File: config.mk
export PLATFORM = sky130hd
export DESIGN_NAME = hqc_decod_sched
export DESIGN_NICKNAME = d
export VERILOG_FILES = /design/src/rtl/hqc_pkg.sv /design/src/rtl/hqc_phase_timer.sv /design/src/rtl/hqc_decod_sched.sv
export SDC_FILE = /design/constraint.sdc
export NUM_CORES = 1
export LEC_CHECK = 0
export ABC_CLOCK_PERIOD_IN_PS = 4310
export CAP_MARGIN = 15
export CORE_UTILIZATION = 54
export CTS_BUF_LIST = sky130_fd_sc_hd__clkbuf_4
export DETAILED_ROUTE_END_ITERATION = 16
export GPL_TIMING_DRIVEN = 0
export PLACE_DENSITY = 0.87
export SLEW_MARGIN = 20
export SYNTH_ARGS = -nofsm -noshare
export SYNTH_HDL_FRONTEND = slang
export SYNTH_SLANG_ARGS = --single-unit
File: constraint.sdc
create_clock -name clk_i -period 4.31 [get_ports clk_i]
set_clock_uncertainty 0.2 [all_clocks]
set_input_delay 0.862 -clock clk_i [delete_from_list [all_inputs] [get_ports clk_i]]
set_output_delay 0.862 -clock clk_i [all_outputs]
set_load 0.05 [all_outputs]
File: src/rtl/hqc_pkg.sv
// Shared HQC decode constants: scheduler state encoding and the per-security-level
// codeword length, intermediate RAM address width and watchdog limit.
package hqc_pkg;

   typedef enum logic [1:0] {
      IDLE   = 2'd0,
      RM_RUN = 2'd1,
      RS_RUN = 2'd2,
      FIN    = 2'd3
   } hqc_state_e;

   localparam int WD_W     = 16;
   localparam int WR_CNT_W = 8;

   localparam int          HQC_N1_128      = 46;
   localparam int          HQC_N1_192      = 56;
   localparam int          HQC_N1_256      = 90;
   localparam int          HQC_MID_AW_128  = 6;
   localparam int          HQC_MID_AW_192  = 6;
   localparam int          HQC_MID_AW_256  = 7;
   localparam logic [15:0] HQC_TIMEOUT_128 = 16'd4095;
   localparam logic [15:0] HQC_TIMEOUT_192 = 16'd4095;
   localparam logic [15:0] HQC_TIMEOUT_256 = 16'd4095;

   function automatic int hqc_n1(input int sec);
      case (sec)
         192:     return HQC_N1_192;
         256:     return HQC_N1_256;
         default: return HQC_N1_128;
      endcase
   endfunction

   function automatic int hqc_mid_aw(input int sec);
      case (sec)
         192:     return HQC_MID_AW_192;
         256:     return HQC_MID_AW_256;
         default: return HQC_MID_AW_128;
      endcase
   endfunction

   function automatic logic [15:0] hqc_timeout(input int sec);
      case (sec)
         192:     return HQC_TIMEOUT_192;
         256:     return HQC_TIMEOUT_256;
         default: return HQC_TIMEOUT_128;
      endcase
   endfunction

endpackage

File: src/rtl/hqc_phase_timer.sv
// Per-phase watchdog: restarts on clear, counts while enabled, flags when the
// count reaches the limit.
module hqc_phase_timer
   import hqc_pkg::*;
#(
   parameter int W = WD_W
) (
   input  logic         clk_i,
   input  logic         rst_i,
   input  logic         clear_i,
   input  logic         enable_i,
   input  logic [W-1:0] limit_i,
   output logic         expired_o
);

   logic [W-1:0] cnt_q, cnt_d;

   // Saturate rather than wrap so a huge limit can never alias to an early expiry.
   always_comb begin
      cnt_d = cnt_q;
      if (clear_i)
         cnt_d = '0;
      else if (enable_i && (cnt_q != '1))
         cnt_d = cnt_q + 1'b1;
   end

   always_ff @(posedge clk_i) begin
      if (rst_i)
         cnt_q <= '0;
      else
         cnt_q <= cnt_d;
   end

   assign expired_o = enable_i && (cnt_q == limit_i);

endmodule

File: src/rtl/hqc_decod_sched.sv
// HQC decode scheduler: runs the RM decoder then the RS decoder, hands the shared
// intermediate RAM port to whichever one is active, and guards each phase with a watchdog.
module hqc_decod_sched
   import hqc_pkg::*;
#(
   parameter int          PARAM_SECURITY = 128,
   parameter int          N1             = hqc_n1(PARAM_SECURITY),
   parameter int          MID_AW         = hqc_mid_aw(PARAM_SECURITY),
   parameter logic [15:0] TIMEOUT        = hqc_timeout(PARAM_SECURITY)
) (
   input  logic              clk_i,
   input  logic              rst_i,
   input  logic              start_i,
   output logic              busy_o,
   output logic              done_o,
   output logic              error_o,
   output logic              rm_start_o,
   input  logic              rm_done_i,
   output logic              rs_start_o,
   input  logic              rs_done_i,
   input  logic              rm_wr_i,
   input  logic [MID_AW-1:0] rm_addr_i,
   input  logic [7:0]        rm_data_i,
   input  logic              rs_rd_i,
   input  logic [MID_AW-1:0] rs_addr_i,
   output logic              mid_wr_o,
   output logic              mid_rd_o,
   output logic [MID_AW-1:0] mid_addr_o,
   output logic [7:0]        mid_data_o
);

   hqc_state_e          state_q, state_d;
   logic                rm_start_q, rm_start_d;
   logic                rs_start_q, rs_start_d;
   logic                error_q, error_d;
   logic [WR_CNT_W-1:0] wr_cnt_q, wr_cnt_d;
   logic                rm_own, rs_own, strobe_viol;
   logic                wd_clear, wd_en, wd_expired;

   assign rm_own = (state_q == RM_RUN);
   assign rs_own = (state_q == RS_RUN);

   // Idle strobes are harmless; anywhere else a non-owner strobe means a decoder misbehaved.
   assign strobe_viol = (state_q != IDLE) &&
                        ((rm_wr_i && !rm_own) || (rs_rd_i && !rs_own));

   always_comb begin
      state_d    = state_q;
      rm_start_d = 1'b0;
      rs_start_d = 1'b0;
      error_d    = error_q | strobe_viol;
      wr_cnt_d   = wr_cnt_q;
      case (state_q)
         IDLE: begin
            if (start_i) begin
               state_d    = RM_RUN;
               rm_start_d = 1'b1;
               error_d    = 1'b0;
               wr_cnt_d   = '0;
            end
         end
         RM_RUN: begin
            if (rm_wr_i && (wr_cnt_q != '1))
               wr_cnt_d = wr_cnt_q + 1'b1;
            // A done pulse wins over a watchdog expiry in the same cycle.
            if (rm_done_i) begin
               state_d    = RS_RUN;
               rs_start_d = 1'b1;
               if (wr_cnt_d != WR_CNT_W'(N1))
                  error_d = 1'b1;
            end else if (wd_expired) begin
               state_d = FIN;
               error_d = 1'b1;
            end
         end
         RS_RUN: begin
            if (rs_done_i) begin
               state_d = FIN;
            end else if (wd_expired) begin
               state_d = FIN;
               error_d = 1'b1;
            end
         end
         FIN:     state_d = IDLE;
         default: state_d = IDLE;
      endcase
   end

   always_ff @(posedge clk_i) begin
      if (rst_i) begin
         state_q    <= IDLE;
         rm_start_q <= 1'b0;
         rs_start_q <= 1'b0;
         error_q    <= 1'b0;
         wr_cnt_q   <= '0;
      end else begin
         state_q    <= state_d;
         rm_start_q <= rm_start_d;
         rs_start_q <= rs_start_d;
         error_q    <= error_d;
         wr_cnt_q   <= wr_cnt_d;
      end
   end

   assign wd_clear = (state_d != state_q) && ((state_d == RM_RUN) || (state_d == RS_RUN));
   assign wd_en    = rm_own | rs_own;

   hqc_phase_timer #(
      .W (WD_W)
   ) u_timer (
      .clk_i     (clk_i),
      .rst_i     (rst_i),
      .clear_i   (wd_clear),
      .enable_i  (wd_en),
      .limit_i   (TIMEOUT),
      .expired_o (wd_expired)
   );

   assign busy_o     = rm_own | rs_own;
   assign done_o     = (state_q == FIN);
   assign error_o    = error_q;
   assign rm_start_o = rm_start_q;
   assign rs_start_o = rs_start_q;

   // Zero-latency port mux; unowned cycles present an all-zero bus.
   assign mid_wr_o   = rm_own & rm_wr_i;
   assign mid_rd_o   = rs_own & rs_rd_i;
   assign mid_addr_o = rm_own ? rm_addr_i : (rs_own ? rs_addr_i : '0);
   assign mid_data_o = rm_own ? rm_data_i : 8'h00;

endmodule

* After elaboration in Yosys (flattened, before gate mapping) *
Index checks and enable logic that the tools add are counted.
Widths: inputs -> output; s select.

operators by class
  bitwise logic cells = 6
  add/subtract/negate cells = 2
  mux-type cells = 20
  equality and inequality tests = 11
  shift-type cells = 0
  reduce and logical (&&, ||, !) cells = 18
  magnitude comparators = 0
  div/mod/pow operators = 0
  multiply operators = 0

operators by type and width
  operator               number
  $mux 8                 4
  $add 16x1->16 const B  1
  $eq 16x12->1 const B   1
  $ne 16x16->1 const B   1
  $pmux 8 s2             1
  $mux 6                 2
  $add 8x1->8 const B    1
  $mux 2                 4
  $ne 8x6->1 const B     1
  $ne 8x8->1 const B     1
  $pmux 2 s4             1
  $logic_and 1x1->1      7
  $mux 1                 7
  $eq 2x2->1 const B     3
  $reduce_or 2->1        3
  $eq 2x1->1 const B     2
  $reduce_bool 2->1      2
  $pmux 1 s3             1
  $and 1x1->1            2
  $logic_not 1->1        2
  $logic_not 2->1        1
  $logic_or 1x1->1       2
  $ne 2x2->1             1
  $ne 2x2->1 const B     1
  other kinds (3)        5

word-level totals
  output and inout port bits = 21
  input port bits = 27
  latch bits = 0
  RAM bits = 0
  register bits = 29
  memories = 0
  ROM bits = 0

* Logic depth before layout (Yosys ltp) *
  word-level depth = 10
  depth in mapped cells = 10

* By module *
A second synthesis with hierarchy kept.

second synthesis, totals
  cells, all modules = 259
  area total of the unflattened synthesis = 2074.5 um^2

modules (own cells, without submodules)
  module           times used  cells an instance  area an instance (um^2)
  hqc_decod_sched  1           143                1092.3
  hqc_phase_timer  1           116                982.2

* Worst setup path after synthesis *
No wires, ideal clock.

  path kind = flip-flop to flip-flop
  start = reg state_q[0]
  end = reg u_timer.cnt_q[2]
  period minus slack after synthesis = 3.074 ns
  data required time = 4.019 ns
  stages on the path, launching flop included = 9
  library setup time = 0.091 ns
  arrival = 2.783 ns
  path slack = 1.236 ns
  path through = dfxtp_1 -> inv_1 -> ha_1 -> nand4_1 -> nor4_4 -> o32ai_1 -> mux2i_1 -> a211o_1 -> a311oi_1

between the ends
  longest elaborated chain between the ends = 10
  elaborated cells on any way between the ends = 18

RTL lines
  item                                             RTL line                                      source
  start, declared                                  hqc_decod_sched.sv:32                         hqc_state_e state_q, state_d;
  start signal, assigned                           hqc_decod_sched.sv:97                         state_q <= state_d;
  $eq 2x1->1 / $eq 2x2->1 (equally long branches)  hqc_decod_sched.sv:40, hqc_decod_sched.sv:41
  $or 1x1->1 *                                     --
  via busy_o                                       hqc_decod_sched.sv:14                         output logic busy_o,
  $logic_and 1x1->1                                hqc_phase_timer.sv:34                         assign expired_o = enable_i && (cnt_q == limit_i);
  $mux 2                                           hqc_decod_sched.sv:71, hqc_decod_sched.sv:79
  $mux 2 (on tied branches)                        hqc_decod_sched.sv:77, hqc_decod_sched.sv:66
  $pmux 2 s4                                       hqc_decod_sched.sv:53                         case (state_q)
  $eq 2x1->1 / $eq 2x2->1 (equally long branches)  hqc_decod_sched.sv:105                        assign wd_clear = (state_d != state_q) && ((state_d == RM_RUN) || (state_d == RS_RUN));
  $logic_or 1x1->1                                 hqc_decod_sched.sv:105
  $logic_and 1x1->1                                hqc_decod_sched.sv:105
  $reduce_or 2->1 (no source line)                 --
  end signal, assigned                             hqc_phase_timer.sv:31                         cnt_q <= cnt_d;
  end, declared                                    hqc_phase_timer.sv:16                         logic [W-1:0] cnt_q, cnt_d;

The timed path passes the listed nets; every way through them passes the cells marked *.
A chain may end at the register's enable or synchronous reset.

* Final worst setup path *
  start = reg state_q[0]
  end = out mid_addr_o[2]

between the ends
  longest elaborated chain between the ends = 3
  elaborated cells on any way between the ends = 4

RTL lines
  item           RTL line                source
  $eq 2x2->1     hqc_decod_sched.sv:41   assign rs_own = (state_q == RS_RUN);
  $mux 6         hqc_decod_sched.sv:128  assign mid_addr_o = rm_own ? rm_addr_i : (rs_own ? rs_addr_i : '0);
  $mux 6 *       hqc_decod_sched.sv:128
  end, declared  hqc_decod_sched.sv:28   output logic [MID_AW-1:0] mid_addr_o,

Every way passes the cells marked *; elsewhere a longest branch is shown, timed or not.

==> metrics <==
run status finished clean; Post-synth EDFFs 0; effective utilization at floorplan 58.9%; final weighted congestion in routability-driven placement 0.834; Final Hold Violating Endpoints 0; Final nets 320; number of standard cells in the layout, taps in and fillers out 330; fill cell count 259; Floorplan Core Area 0.00315 sq mm; pin count of the biggest net entering global routing 11; proportion of synthesized chip area in sequential cells 31.2%; average detailed-routed wire length per instance 14.5 microns; Die Ht 60.7 microns; cell at the root of the clock tree clkbuf_4; top routing layer in use met4; area of all sequential standard cells 581 sq um; buffers plus inverters on the worst setup path 3; kind of critical path flip-flop to output port; vias per cell 5.81; post-DP HPWL 3460 microns; cell count after placement 323; largest area contributor in the netlist dfxtp_1; flop and latch count out of synthesis 29; CTS tree yes; worst max-slew margin expressed relative to the limit 51.8%; Hold Slack 0.345 ns; number of nets still failing antenna checks after routing 0; setup slack of the critical path after layout 0.359 ns; Mapped Nets 266; overflow left after global routing 0; number of antenna violations at the first check in global routing 0; First-pass DRT Iterations 4; maximum vdd drop 0.219 mV; commonest cells after routing, fill and taps aside 47 x clkdlybuf4s50_1, 40 x nor2_1, 29 x dfxtp_1; area share of the leading cell type in the synthesized netlist 31.2%; Total Wirelength 4790 microns; Required @ worst endpoint 3.25 ns; Chip Width 60.7 microns; # IOs 48; clock-pin slew on the worst setup and hold paths 0.09 ns; FMAX 0.253 GHz; kind of cell with the highest combined delay on the critical path buffers and inverters; area of the mapped netlist 0.00186 sq mm; area used by multi-input combinational logic 0.00122 sq mm; min Tclk post-route 3.95 ns; vias in the first global route 1764; Gates resized, CTS repair 0; Num Clock Sinks 29; final instance area 0.00243 sq mm; distinct cell type count after synthesis 50; power density cells 356 mW/mm^2; number of buffers added by the clock tree synthesis step 5; standard-cell rows 20; standard cell area after detailed placement 0.00238 sq mm; Cells after Synth 232; most frequent standard cell in the layout excluding fill and tap cells clkdlybuf4s50_1; buffer count from post-CTS setup fixing 0; global-route wire length before repair 7420 microns; Clock Latency Late Sink 0.34 ns; portion of the clock cycle consumed by the worst path in the final layout 91.7%; share of post-route cells with drive strength above 1 4.20%; YS warnings 0; number of remaining DRC errors 0; slowest stage cell, crit path clkdlybuf4s50_1; prevailing post-synth register cell dfxtp_1; RSZ-0062 raised after global routing no; number of hold buffers added after CTS 0; max-cap violation count 0; category of the worst setup path capture point output port; type of the tightest min-delay check flip-flop to flip-flop; largest buffer count on any clock path 2; aggregate global-route resource usage 27.1%; number of pins with negative max-slew slack in the final report 0; ys async rst share 0%; via count 1916; sum of internal, switching and leakage power 0.866 mW; Met3 Wirelength 319 microns; number of DRC violations after detailed-routing iteration 0 103; startpoint class of the critical path flip-flop; # diodes 0; layout overhead on the synthesized area 30.9%; data arrival time at the worst-slack endpoint 2.89 ns; routed length on met1 2120 microns; Tightest Pin Transition 0.721 ns; met2 wire length 2280 microns; port bufs 47; synthesized area per cell 8.01 sq um; Final Core Density 77.1%; critical path's most frequent cell clkbuf_1; LEAKAGE 0.829 nW; setup total negative slack 0 ns; count of endpoints failing setup in the final report 0; maximum fanout count along the critical path 10; critical path, cell by cell ha_1 -> clkbuf_1 -> clkbuf_1 -> a22o_1 -> clkdlybuf4s50_1; leading post-synthesis cells by cell area dfxtp_1 31%, nor2_1 8.1%, ha_1 4.7%, xnor2_1 4.7%, and2_1 4.0%; die footprint 0.00368 sq mm; delay of the slowest cell on the worst path 0.80 ns; number of H-tree levels 2; post-placement setup slack 0.764 ns
[state kept, by name, summed over array words and instances, names as in the netlist]
signal	count
u_timer.cnt_q	16
wr_cnt_q	8
state_q	2
error_o	1
rm_start_o	1
rs_start_o	1
[power breakdown]
part	switching, mW	internal, mW
Combinational	0.259	0.151
Clock	0.0971	0.0654
Sequential	0.0150	0.279
[cell type report]
class                           count  share of cell area [%]
Multi-Input combinational cell    189                    50.1
Sequential cell                    29                    23.9
Timing Repair Buffer               47                    19.3
Tap cell                           44                    2.26
Clock buffer                        6                    1.85
Buffer                              9                    1.70
Inverter                            5                   0.772
Clock inverter                      1                   0.154
[final timing paths]
path | startpoint | endpoint | slack [ns] | cells after the start
setup / recovery | state_q[0]$_SDFF_PP0_ | mid_addr_o[2] | 0.36 | 5
hold / removal | u_timer.cnt_q[6]$_SDFFE_PP0P_ | u_timer.cnt_q[6]$_SDFFE_PP0P_ | 0.35 | 2
setup reg to reg | state_q[0]$_SDFF_PP0_ | u_timer.cnt_q[3]$_SDFFE_PP0P_ | 1.03 | 8
hold reg to reg | u_timer.cnt_q[6]$_SDFFE_PP0P_ | u_timer.cnt_q[6]$_SDFFE_PP0P_ | 0.35 | 2
[tightest hold or removal path, cell delays in order (launching register included)]
cell and delay, ns:
dfxtp_1 0.34, nor2_1 0.11, a211oi_1 0.05
[cells in the mapped netlist, drive strengths merged, types with 4 or more instances]
master,n
a21oi,6
nand2,15
xnor2,10
ha,7
o21ai,9
and2,12
and3,5
mux2i,4
clkbuf,8
xor2,4
nand2b,4
a22o,6
nor2,40
a22oi,4
inv,5
nand4,9
nand3,10
dfxtp,29
[cell families after synthesis]
| kind of cell | Yosys count | share of synthesized area, % |
|---|---|---|
| fa+ha+maj | 7 | 4.71 |
| buf+inv | 14 | 3.23 |
| flops | 29 | 31.2 |
| xor+xnor | 14 | 6.60 |
| simple gates | 111 | 30.6 |
| compound gates | 51 | 20.2 |
| mux | 6 | 3.37 |
[layer usage]
metal / global-route usage [%] / vias up
li1: - / 948
met2: 44.9 / 72
met5: 0 / -
met3: 7.25 / 8
met4: 14.6 / 0
met1: 31.9 / 888
Power figures use the tool's default switching activity.
